--- config.mk ---
export PLATFORM = sky130hd
export DESIGN_NAME = mips_controller_flat
export DESIGN_NICKNAME = d
export VERILOG_FILES = /design/src/rtl/mips_controller_if.sv /design/src/rtl/mips_controller.sv /design/src/flat_wrapper.sv
export SDC_FILE = /design/constraint.sdc
export NUM_CORES = 1
export LEC_CHECK = 0
export CAP_MARGIN = 20
export CORE_ASPECT_RATIO = 1.5
export CORE_UTILIZATION = 30
export DETAILED_ROUTE_END_ITERATION = 7
export GPL_ROUTABILITY_DRIVEN = 0
export SETUP_SLACK_MARGIN = 0.3
export SLEW_MARGIN = 20
export SYNTH_ARGS = -nofsm -noshare
export SYNTH_HDL_FRONTEND = slang
export SYNTH_SLANG_ARGS = --single-unit
--- constraint.sdc ---
create_clock -name clk -period 3.35 [get_ports clk]
set_input_delay 0.67 -clock clk [delete_from_list [all_inputs] [get_ports clk]]
set_output_delay 0.67 -clock clk [all_outputs]
set_load 0.005 [all_outputs]
--- src/rtl/mips_controller_if.sv ---
// Control bundle between the multicycle MIPS controller and its datapath.
// master = controller (decodes IR fields, drives controls); slave = datapath.
interface mips_controller_if;
    logic [5:0] OPC;
    logic [5:0] Func;
    logic       zero;

    logic       PCsel;
    logic [1:0] PCSrc;
    logic       Jrsel;
    logic       IorD;
    logic       MemRead;
    logic       MemWrite;
    logic       IRWrite;
    logic       RegDst;
    logic       sel31;
    logic       MemToReg;
    logic       selPc;
    logic       RegWrite;
    logic       ALUSrcA;
    logic [1:0] ALUSrcB;
    logic [2:0] ALU_operation;
    logic       illegal;

    modport master (
        input  OPC, Func, zero,
        output PCsel, PCSrc, Jrsel, IorD, MemRead, MemWrite, IRWrite, RegDst,
               sel31, MemToReg, selPc, RegWrite, ALUSrcA, ALUSrcB, ALU_operation, illegal
    );

    modport slave (
        output OPC, Func, zero,
        input  PCsel, PCSrc, Jrsel, IorD, MemRead, MemWrite, IRWrite, RegDst,
               sel31, MemToReg, selPc, RegWrite, ALUSrcA, ALUSrcB, ALU_operation, illegal
    );
endinterface

--- src/rtl/mips_controller.sv ---
// Multicycle MIPS control FSM: one instruction step per clk, no overlap.
// Optional build macro MIPS_CTRL_BNE_EN adds bne (OPC 000101) as a branch with inverted zero test.
//
// state  | meaning
// FETCH  | read instruction, load IR, PC <= PC + 4
// DECODE | branch target into ALUOut, dispatch on OPC
// REX    | R-type ALU operation
// RWB    | R-type write back to rd
// IEX    | addi/slti ALU operation
// IWB    | immediate write back to rt
// MADR   | lw/sw effective address
// MRD    | lw memory read
// MWB    | lw write back from MDR
// MWR    | sw memory write
// BRANCH | beq (bne) compare, conditional PC load from ALUOut
// JMP    | j: PC <= jump target
// JAL    | jal: PC <= jump target, r31 <= PC
// JR     | jr: PC <= A
module mips_controller (
    input  logic              clk,
    input  logic              rst,
    mips_controller_if.master ctrl
);
    localparam logic [2:0] ALU_AND = 3'b000;
    localparam logic [2:0] ALU_OR  = 3'b001;
    localparam logic [2:0] ALU_ADD = 3'b010;
    localparam logic [2:0] ALU_SUB = 3'b110;
    localparam logic [2:0] ALU_SLT = 3'b111;

    localparam logic [5:0] OP_RTYPE = 6'b000000;
    localparam logic [5:0] OP_LW    = 6'b100011;
    localparam logic [5:0] OP_SW    = 6'b101011;
    localparam logic [5:0] OP_BEQ   = 6'b000100;
    localparam logic [5:0] OP_BNE   = 6'b000101;
    localparam logic [5:0] OP_ADDI  = 6'b001000;
    localparam logic [5:0] OP_SLTI  = 6'b001010;
    localparam logic [5:0] OP_J     = 6'b000010;
    localparam logic [5:0] OP_JAL   = 6'b000011;

    localparam logic [5:0] FN_ADD = 6'b100000;
    localparam logic [5:0] FN_SUB = 6'b100010;
    localparam logic [5:0] FN_AND = 6'b100100;
    localparam logic [5:0] FN_OR  = 6'b100101;
    localparam logic [5:0] FN_SLT = 6'b101010;
    localparam logic [5:0] FN_JR  = 6'b001000;

    typedef enum logic [3:0] {
        FETCH, DECODE, REX, RWB, IEX, IWB, MADR, MRD, MWB, MWR, BRANCH, JMP, JAL, JR
    } state_t;

    state_t state;
    logic   run;
    logic   active;
    logic   opc_ok;
    logic   func_ok;
    logic   take_branch;
    logic [2:0] rex_op;

    // run holds the FSM in FETCH for the cycle in which reset is released, so the
    // first FETCH executes in the cycle after rst is first sampled high.
    always_ff @(posedge clk) begin
        if (!rst) begin
            state <= FETCH;
            run   <= 1'b0;
        end else begin
            run <= 1'b1;
            if (run) begin
                case (state)
                    FETCH:  state <= DECODE;
                    DECODE: begin
                        case (ctrl.OPC)
                            OP_RTYPE:        state <= (ctrl.Func == FN_JR) ? JR : REX;
                            OP_LW, OP_SW:    state <= MADR;
                            OP_BEQ:          state <= BRANCH;
`ifdef MIPS_CTRL_BNE_EN
                            OP_BNE:          state <= BRANCH;
`endif
                            OP_ADDI, OP_SLTI: state <= IEX;
                            OP_J:            state <= JMP;
                            OP_JAL:          state <= JAL;
                            default:         state <= FETCH;
                        endcase
                    end
                    REX:     state <= func_ok ? RWB : FETCH;
                    IEX:     state <= IWB;
                    MADR:    state <= (ctrl.OPC == OP_LW) ? MRD : MWR;
                    MRD:     state <= MWB;
                    default: state <= FETCH;
                endcase
            end
        end
    end

    assign active = rst && run;

    always_comb begin
        opc_ok = 1'b0;
        case (ctrl.OPC)
            OP_RTYPE, OP_LW, OP_SW, OP_BEQ, OP_ADDI, OP_SLTI, OP_J, OP_JAL: opc_ok = 1'b1;
`ifdef MIPS_CTRL_BNE_EN
            OP_BNE: opc_ok = 1'b1;
`endif
            default: opc_ok = 1'b0;
        endcase
    end

    always_comb begin
        func_ok = 1'b1;
        rex_op  = ALU_ADD;
        case (ctrl.Func)
            FN_ADD:  rex_op = ALU_ADD;
            FN_SUB:  rex_op = ALU_SUB;
            FN_AND:  rex_op = ALU_AND;
            FN_OR:   rex_op = ALU_OR;
            FN_SLT:  rex_op = ALU_SLT;
            default: func_ok = 1'b0;
        endcase
    end

`ifdef MIPS_CTRL_BNE_EN
    assign take_branch = (ctrl.OPC == OP_BNE) ? !ctrl.zero : ctrl.zero;
`else
    assign take_branch = ctrl.zero;
`endif

    always_comb begin
        ctrl.PCsel         = 1'b0;
        ctrl.PCSrc         = 2'b00;
        ctrl.Jrsel         = 1'b0;
        ctrl.IorD          = 1'b0;
        ctrl.MemRead       = 1'b0;
        ctrl.MemWrite      = 1'b0;
        ctrl.IRWrite       = 1'b0;
        ctrl.RegDst        = 1'b0;
        ctrl.sel31         = 1'b0;
        ctrl.MemToReg      = 1'b0;
        ctrl.selPc         = 1'b0;
        ctrl.RegWrite      = 1'b0;
        ctrl.ALUSrcA       = 1'b0;
        ctrl.ALUSrcB       = 2'b00;
        ctrl.ALU_operation = ALU_ADD;
        ctrl.illegal       = 1'b0;
        if (active) begin
            case (state)
                FETCH: begin
                    ctrl.MemRead = 1'b1;
                    ctrl.IRWrite = 1'b1;
                    ctrl.ALUSrcB = 2'b01;
                    ctrl.PCsel   = 1'b1;
                end
                DECODE: begin
                    ctrl.ALUSrcB = 2'b11;
                    ctrl.illegal = !opc_ok;
                end
                REX: begin
                    ctrl.ALUSrcA       = 1'b1;
                    ctrl.ALU_operation = rex_op;
                    ctrl.illegal       = !func_ok;
                end
                RWB: begin
                    ctrl.RegDst   = 1'b1;
                    ctrl.RegWrite = 1'b1;
                end
                IEX: begin
                    ctrl.ALUSrcA       = 1'b1;
                    ctrl.ALUSrcB       = 2'b10;
                    ctrl.ALU_operation = (ctrl.OPC == OP_SLTI) ? ALU_SLT : ALU_ADD;
                end
                IWB: ctrl.RegWrite = 1'b1;
                MADR: begin
                    ctrl.ALUSrcA = 1'b1;
                    ctrl.ALUSrcB = 2'b10;
                end
                MRD: begin
                    ctrl.IorD    = 1'b1;
                    ctrl.MemRead = 1'b1;
                end
                MWB: begin
                    ctrl.MemToReg = 1'b1;
                    ctrl.RegWrite = 1'b1;
                end
                MWR: begin
                    ctrl.IorD     = 1'b1;
                    ctrl.MemWrite = 1'b1;
                end
                BRANCH: begin
                    ctrl.ALUSrcA       = 1'b1;
                    ctrl.ALU_operation = ALU_SUB;
                    ctrl.PCSrc         = 2'b10;
                    ctrl.PCsel         = take_branch;
                end
                JMP: begin
                    ctrl.PCSrc = 2'b01;
                    ctrl.PCsel = 1'b1;
                end
                JAL: begin
                    ctrl.PCSrc    = 2'b01;
                    ctrl.PCsel    = 1'b1;
                    ctrl.sel31    = 1'b1;
                    ctrl.selPc    = 1'b1;
                    ctrl.RegWrite = 1'b1;
                end
                JR: begin
                    ctrl.Jrsel = 1'b1;
                    ctrl.PCsel = 1'b1;
                end
                default: ;
            endcase
        end
    end
endmodule

--- src/flat_wrapper.sv ---
// flat-port wrapper written by rule: the top's interface ports become plain ports
module mips_controller_flat 
  (clk, rst, ctrl_OPC, ctrl_Func, ctrl_zero, ctrl_PCsel, ctrl_PCSrc, ctrl_Jrsel, ctrl_IorD, ctrl_MemRead, ctrl_MemWrite, ctrl_IRWrite, ctrl_RegDst, ctrl_sel31, ctrl_MemToReg, ctrl_selPc, ctrl_RegWrite, ctrl_ALUSrcA, ctrl_ALUSrcB, ctrl_ALU_operation, ctrl_illegal);
  mips_controller_if ctrl_i ();
  input  logic clk;
  input  logic rst;
  input wire logic [$bits(ctrl_i.OPC)-1:0] ctrl_OPC;
  input wire logic [$bits(ctrl_i.Func)-1:0] ctrl_Func;
  input wire logic [$bits(ctrl_i.zero)-1:0] ctrl_zero;
  output wire logic [$bits(ctrl_i.PCsel)-1:0] ctrl_PCsel;
  output wire logic [$bits(ctrl_i.PCSrc)-1:0] ctrl_PCSrc;
  output wire logic [$bits(ctrl_i.Jrsel)-1:0] ctrl_Jrsel;
  output wire logic [$bits(ctrl_i.IorD)-1:0] ctrl_IorD;
  output wire logic [$bits(ctrl_i.MemRead)-1:0] ctrl_MemRead;
  output wire logic [$bits(ctrl_i.MemWrite)-1:0] ctrl_MemWrite;
  output wire logic [$bits(ctrl_i.IRWrite)-1:0] ctrl_IRWrite;
  output wire logic [$bits(ctrl_i.RegDst)-1:0] ctrl_RegDst;
  output wire logic [$bits(ctrl_i.sel31)-1:0] ctrl_sel31;
  output wire logic [$bits(ctrl_i.MemToReg)-1:0] ctrl_MemToReg;
  output wire logic [$bits(ctrl_i.selPc)-1:0] ctrl_selPc;
  output wire logic [$bits(ctrl_i.RegWrite)-1:0] ctrl_RegWrite;
  output wire logic [$bits(ctrl_i.ALUSrcA)-1:0] ctrl_ALUSrcA;
  output wire logic [$bits(ctrl_i.ALUSrcB)-1:0] ctrl_ALUSrcB;
  output wire logic [$bits(ctrl_i.ALU_operation)-1:0] ctrl_ALU_operation;
  output wire logic [$bits(ctrl_i.illegal)-1:0] ctrl_illegal;
  assign ctrl_i.OPC = ctrl_OPC;
  assign ctrl_i.Func = ctrl_Func;
  assign ctrl_i.zero = ctrl_zero;
  assign ctrl_PCsel = ctrl_i.PCsel;
  assign ctrl_PCSrc = ctrl_i.PCSrc;
  assign ctrl_Jrsel = ctrl_i.Jrsel;
  assign ctrl_IorD = ctrl_i.IorD;
  assign ctrl_MemRead = ctrl_i.MemRead;
  assign ctrl_MemWrite = ctrl_i.MemWrite;
  assign ctrl_IRWrite = ctrl_i.IRWrite;
  assign ctrl_RegDst = ctrl_i.RegDst;
  assign ctrl_sel31 = ctrl_i.sel31;
  assign ctrl_MemToReg = ctrl_i.MemToReg;
  assign ctrl_selPc = ctrl_i.selPc;
  assign ctrl_RegWrite = ctrl_i.RegWrite;
  assign ctrl_ALUSrcA = ctrl_i.ALUSrcA;
  assign ctrl_ALUSrcB = ctrl_i.ALUSrcB;
  assign ctrl_ALU_operation = ctrl_i.ALU_operation;
  assign ctrl_illegal = ctrl_i.illegal;
  mips_controller u_core (.clk(clk), .rst(rst), .ctrl(ctrl_i));
endmodule
==> results.md <==
- The run finished with clean final reports.
- The arrival time reported for the critical path endpoint is 2.30 ns.
- The floorplan has 24 rows.
- The largest buffer count on any clock path is 2.
- The via count of the first global-routing pass is 1113.
- Once detailed placement completed, the half-perimeter wirelength came to 2.28 mm.
- Before antenna repair, the detailed router went through 4 iterations.
- Ranked by total cell area, the synthesized netlist is headed by sky130_fd_sc_hd__dfxtp_1 (11%), sky130_fd_sc_hd__nor2_1 (11%), sky130_fd_sc_hd__buf_6 (6.1%).
- The peak supply drop is 244 uV.
- Along the worst path, the maximum fanout reaches 4.
- The fill cell total of the finished layout is 322.
- The later-pin clock latency in the skew report is 0.22 ns.
- The combined global-route utilization of all metal layers is 18.6%.
- The number of nets produced by synthesis is 156.
- The net count reported at finish is 190.
- TritonCTS built the clock tree.
- The first global-routing pass estimated 4.81 mm of wire.
- The clock-pin slew on the worst setup and hold paths is 0.04 ns.
- The data required time of the worst path is 2.68 ns.
- The portion of synthesized cell area occupied by the leading cell type is 10.8%.
- Clock tree synthesis inserted a total of 3 buffers.
- The kind of start point of the critical path is a primary input.
- The classification of the worst setup path is primary input to output pin.
- The number of maximum-capacitance constraint violations is 0.
- The number of hold violations in the final report was 0.
- The die covers 3310 sq um.
- The clock tree skew after final layout is 0.00430 ns.
- The layout overhead on the synthesized area is 47.9%.
- After synthesis the cells add up to 925 sq um.
- Headroom to the max-slew limit came out at 58.0%.
- Once routing completed, OpenROAD measured the worst setup slack at 0.379 ns.
- The post-route minimum period is 2.97 ns.
- The routed via count is 1200.
- For the final routed database, the setup TNS stands at 0 ns.
- The static power due to leakage is 0.524 nW.
- Entering global routing, the biggest net connects 18 pins.
- The top achievable clock speed is 337 MHz.
- The clock root buffer master is sky130_fd_sc_hd__clkbuf_8.
- The synthesized design spends more area on one cell type than any other, namely sky130_fd_sc_hd__dfxtp_1.
- From left edge to right edge, the die measures 47.3 microns.
- The remaining number of nets flagged by the antenna check after routing is 0.
- The kind of end point of the critical path is an output pin.
- The cell area power density is 190 nW/um^2.
- The total core area is 2910 sq um.
- In this run the worst hold path is classified as flop to flop.
- The Yosys step of the flow raised 0 warnings.
- The post-detailed-routing wire length is 2.94 mm.
- At the pin with the least slew margin, the transition time is 0.628 ns.
- CTS built an H-tree with a depth of 1.
- Setup repair after global routing could not meet its margin everywhere.
- The max-slew violation count is 0.
- The clock net in this run drives a total of 5 sinks.
- Input and output buffers added on the ports amount to 34.
- The synthesized area divided by synthesized cell count is 6.56 sq um.
- The final critical path takes up 88.7% of the cycle.
- The buffers inserted during post-CTS setup optimization is 0.
- Dividing the detail-routed wire length by the instance count gives 13.8 microns.
- The final core utilization is 47.0%.
- The count of unique library cells instantiated by Yosys is 43.
- Global routing finished with a remaining overflow of 0.
- The total I/O pin count is 35.
- The post-synthesis sequential area ratio is 10.8%.
- The initial DRC count is 53.
- The number of failing setup endpoints in the final timing report is 0.
- After detailed routing, the number of remaining DRC violations is 0.
- The number of register bits inferred by synthesis is 5.
- Prior to clock tree synthesis, the placed netlist has a worst setup slack of 0.188 ns.
- Dividing the detail-routed via count by the number of cells gives 5.63.
- The final design instance area without fill is 1370 sq um.
- The number of inserted diodes is 0.
- Of the cells placed in the final design, the portion with a size suffix greater than 1 is 14.4%.
- The number of cells produced by synthesis is 141.
- The initial antenna violation count is 0.
- Once the floorplan was initialized, standard cells occupied 31.7% of the core.
- The placed instance area is 1270 sq um.
- The die outline height is 70.0 microns.
[worst max-delay path, stage by stage]
cell	delay (ns)
sky130_fd_sc_hd__clkdlybuf4s50_1	0.47
sky130_fd_sc_hd__and2b_2	0.24
sky130_fd_sc_hd__and3_1	0.16
sky130_fd_sc_hd__o21ai_0	0.20
sky130_fd_sc_hd__a21oi_1	0.10
sky130_fd_sc_hd__clkdlybuf4s50_1	0.46
[repair_timing]
| item | in CTS | in global routing |
|---|---|---|
| setup endpoints to repair | 3 | 10 |
| pin swaps | 2 | 0 |
| resized for setup | 5 | 13 |
| hold buffers | 0 | 0 |
[final timing paths]
check | end | slack [ns] | cells past startpoint | from
max | ctrl_ALU_operation[2] | 0.38 | 6 | ctrl_Func[4]
max reg2reg | u_core.state[1] | 1.63 | 5 | u_core.state[0]
min reg2reg | u_core.state[2] | 0.62 | 3 | u_core.state[2]
min | u_core.state[2] | 0.62 | 3 | u_core.state[2]
[Yosys cell counts (all sizes together)]
library cell  count
o21ai            10
and2b             2
or4               1
or2               1
inv               4
nand3             5
nor4              5
nand4b            1
nor3              8
nand2            13
nor2             26
mux2i             5
a221oi            1
o211ai            2
a22oi             2
a211o             1
a21o              3
dfxtp             5
and4              1
o221ai            1
nor3b             2
a21oi             8
a32o              1
o32ai             1
and3              4
nand4             1
nand2b            5
o2111a            1
buf               9
a2111oi           1
nor2b             4
a31oi             3
clkbuf            2
o211a             1
o31ai             1
[routing by layer]
layer / wire length, microns / vias up / part of all wire, % / track usage, %
met1: 1150 / 566 / 39 / 21.9
met2: 1650 / 42 / 56 / 33.8
met4: 47 / 0 / 1.6 / 4.44
met3: 97 / 4 / 3.3 / 1.55
li1: - / 588 / - / -
met5: 0 / - / 0 / 0
[area by class of cell]
cell class,instances,area [sq um],share of cell area (%)
clock buffers,4,45.0,3.29
well taps,39,48.8,3.57
flip-flops and latches,5,100,7.32
repair buffers,40,393,28.7
inverters,4,15.0,1.10
multi-input cells,121,766,56.0
[power breakdown]
group / total (mW) / switching, mW / internal (mW)
clock: 0.114 / 0.0318 / 0.0819
sequential: 0.0659 / 0.00435 / 0.0615
combinational: 0.0797 / 0.0406 / 0.0391
total: 0.259 / 0.0767 / 0.182
[metrics by stage]
step | total power, mW | cells | hold slack [ns]
3_5_place_dp | 0.145 | 209 | 0.612
2_1_floorplan | 0.106 | 141 | 0.599
6_report | 0.259 | 213 | 0.619
4_1_cts | 0.258 | 213 | 0.617
5_1_grt | 0.271 | 213 | 0.633
3_3_place_gp | 0.144 | 209 | 0.604
[layout by cell type, fill, tap and decap left out, drive strengths merged, types with 2 or more instances in the layout]
| cell type | instances |
|---|---|
| nand2 | 13 |
| clkdlybuf4s50 | 25 |
| and2b | 2 |
| o211ai | 2 |
| inv | 4 |
| nor4 | 5 |
| a22oi | 2 |
| clkbuf | 4 |
| and3 | 4 |
| dlygate4sd2 | 4 |
| buf | 6 |
| nand3 | 5 |
| nor3b | 2 |
| a21o | 3 |
| nor2b | 4 |
| a21oi | 8 |
| nor3 | 8 |
| a31oi | 3 |
| dlymetal6s2s | 5 |
| dfxtp | 5 |
| nand2b | 5 |
| nor2 | 26 |
| mux2i | 5 |
| o21ai | 10 |
[state kept, by name, summed over array words and instances, names as in the netlist]
register and count:
u_core.run 1, u_core.state 4
[kinds of logic after synthesis]
kind of cell           share of synthesized area [%]
AOI/OAI and AO/OA                               27.9
DFF                                             10.8
muxes                                           5.41
and+or+nand+nor                                 44.8
buffers and inverters                           11.1
Note: power is estimated with default switching activity, not from simulation.
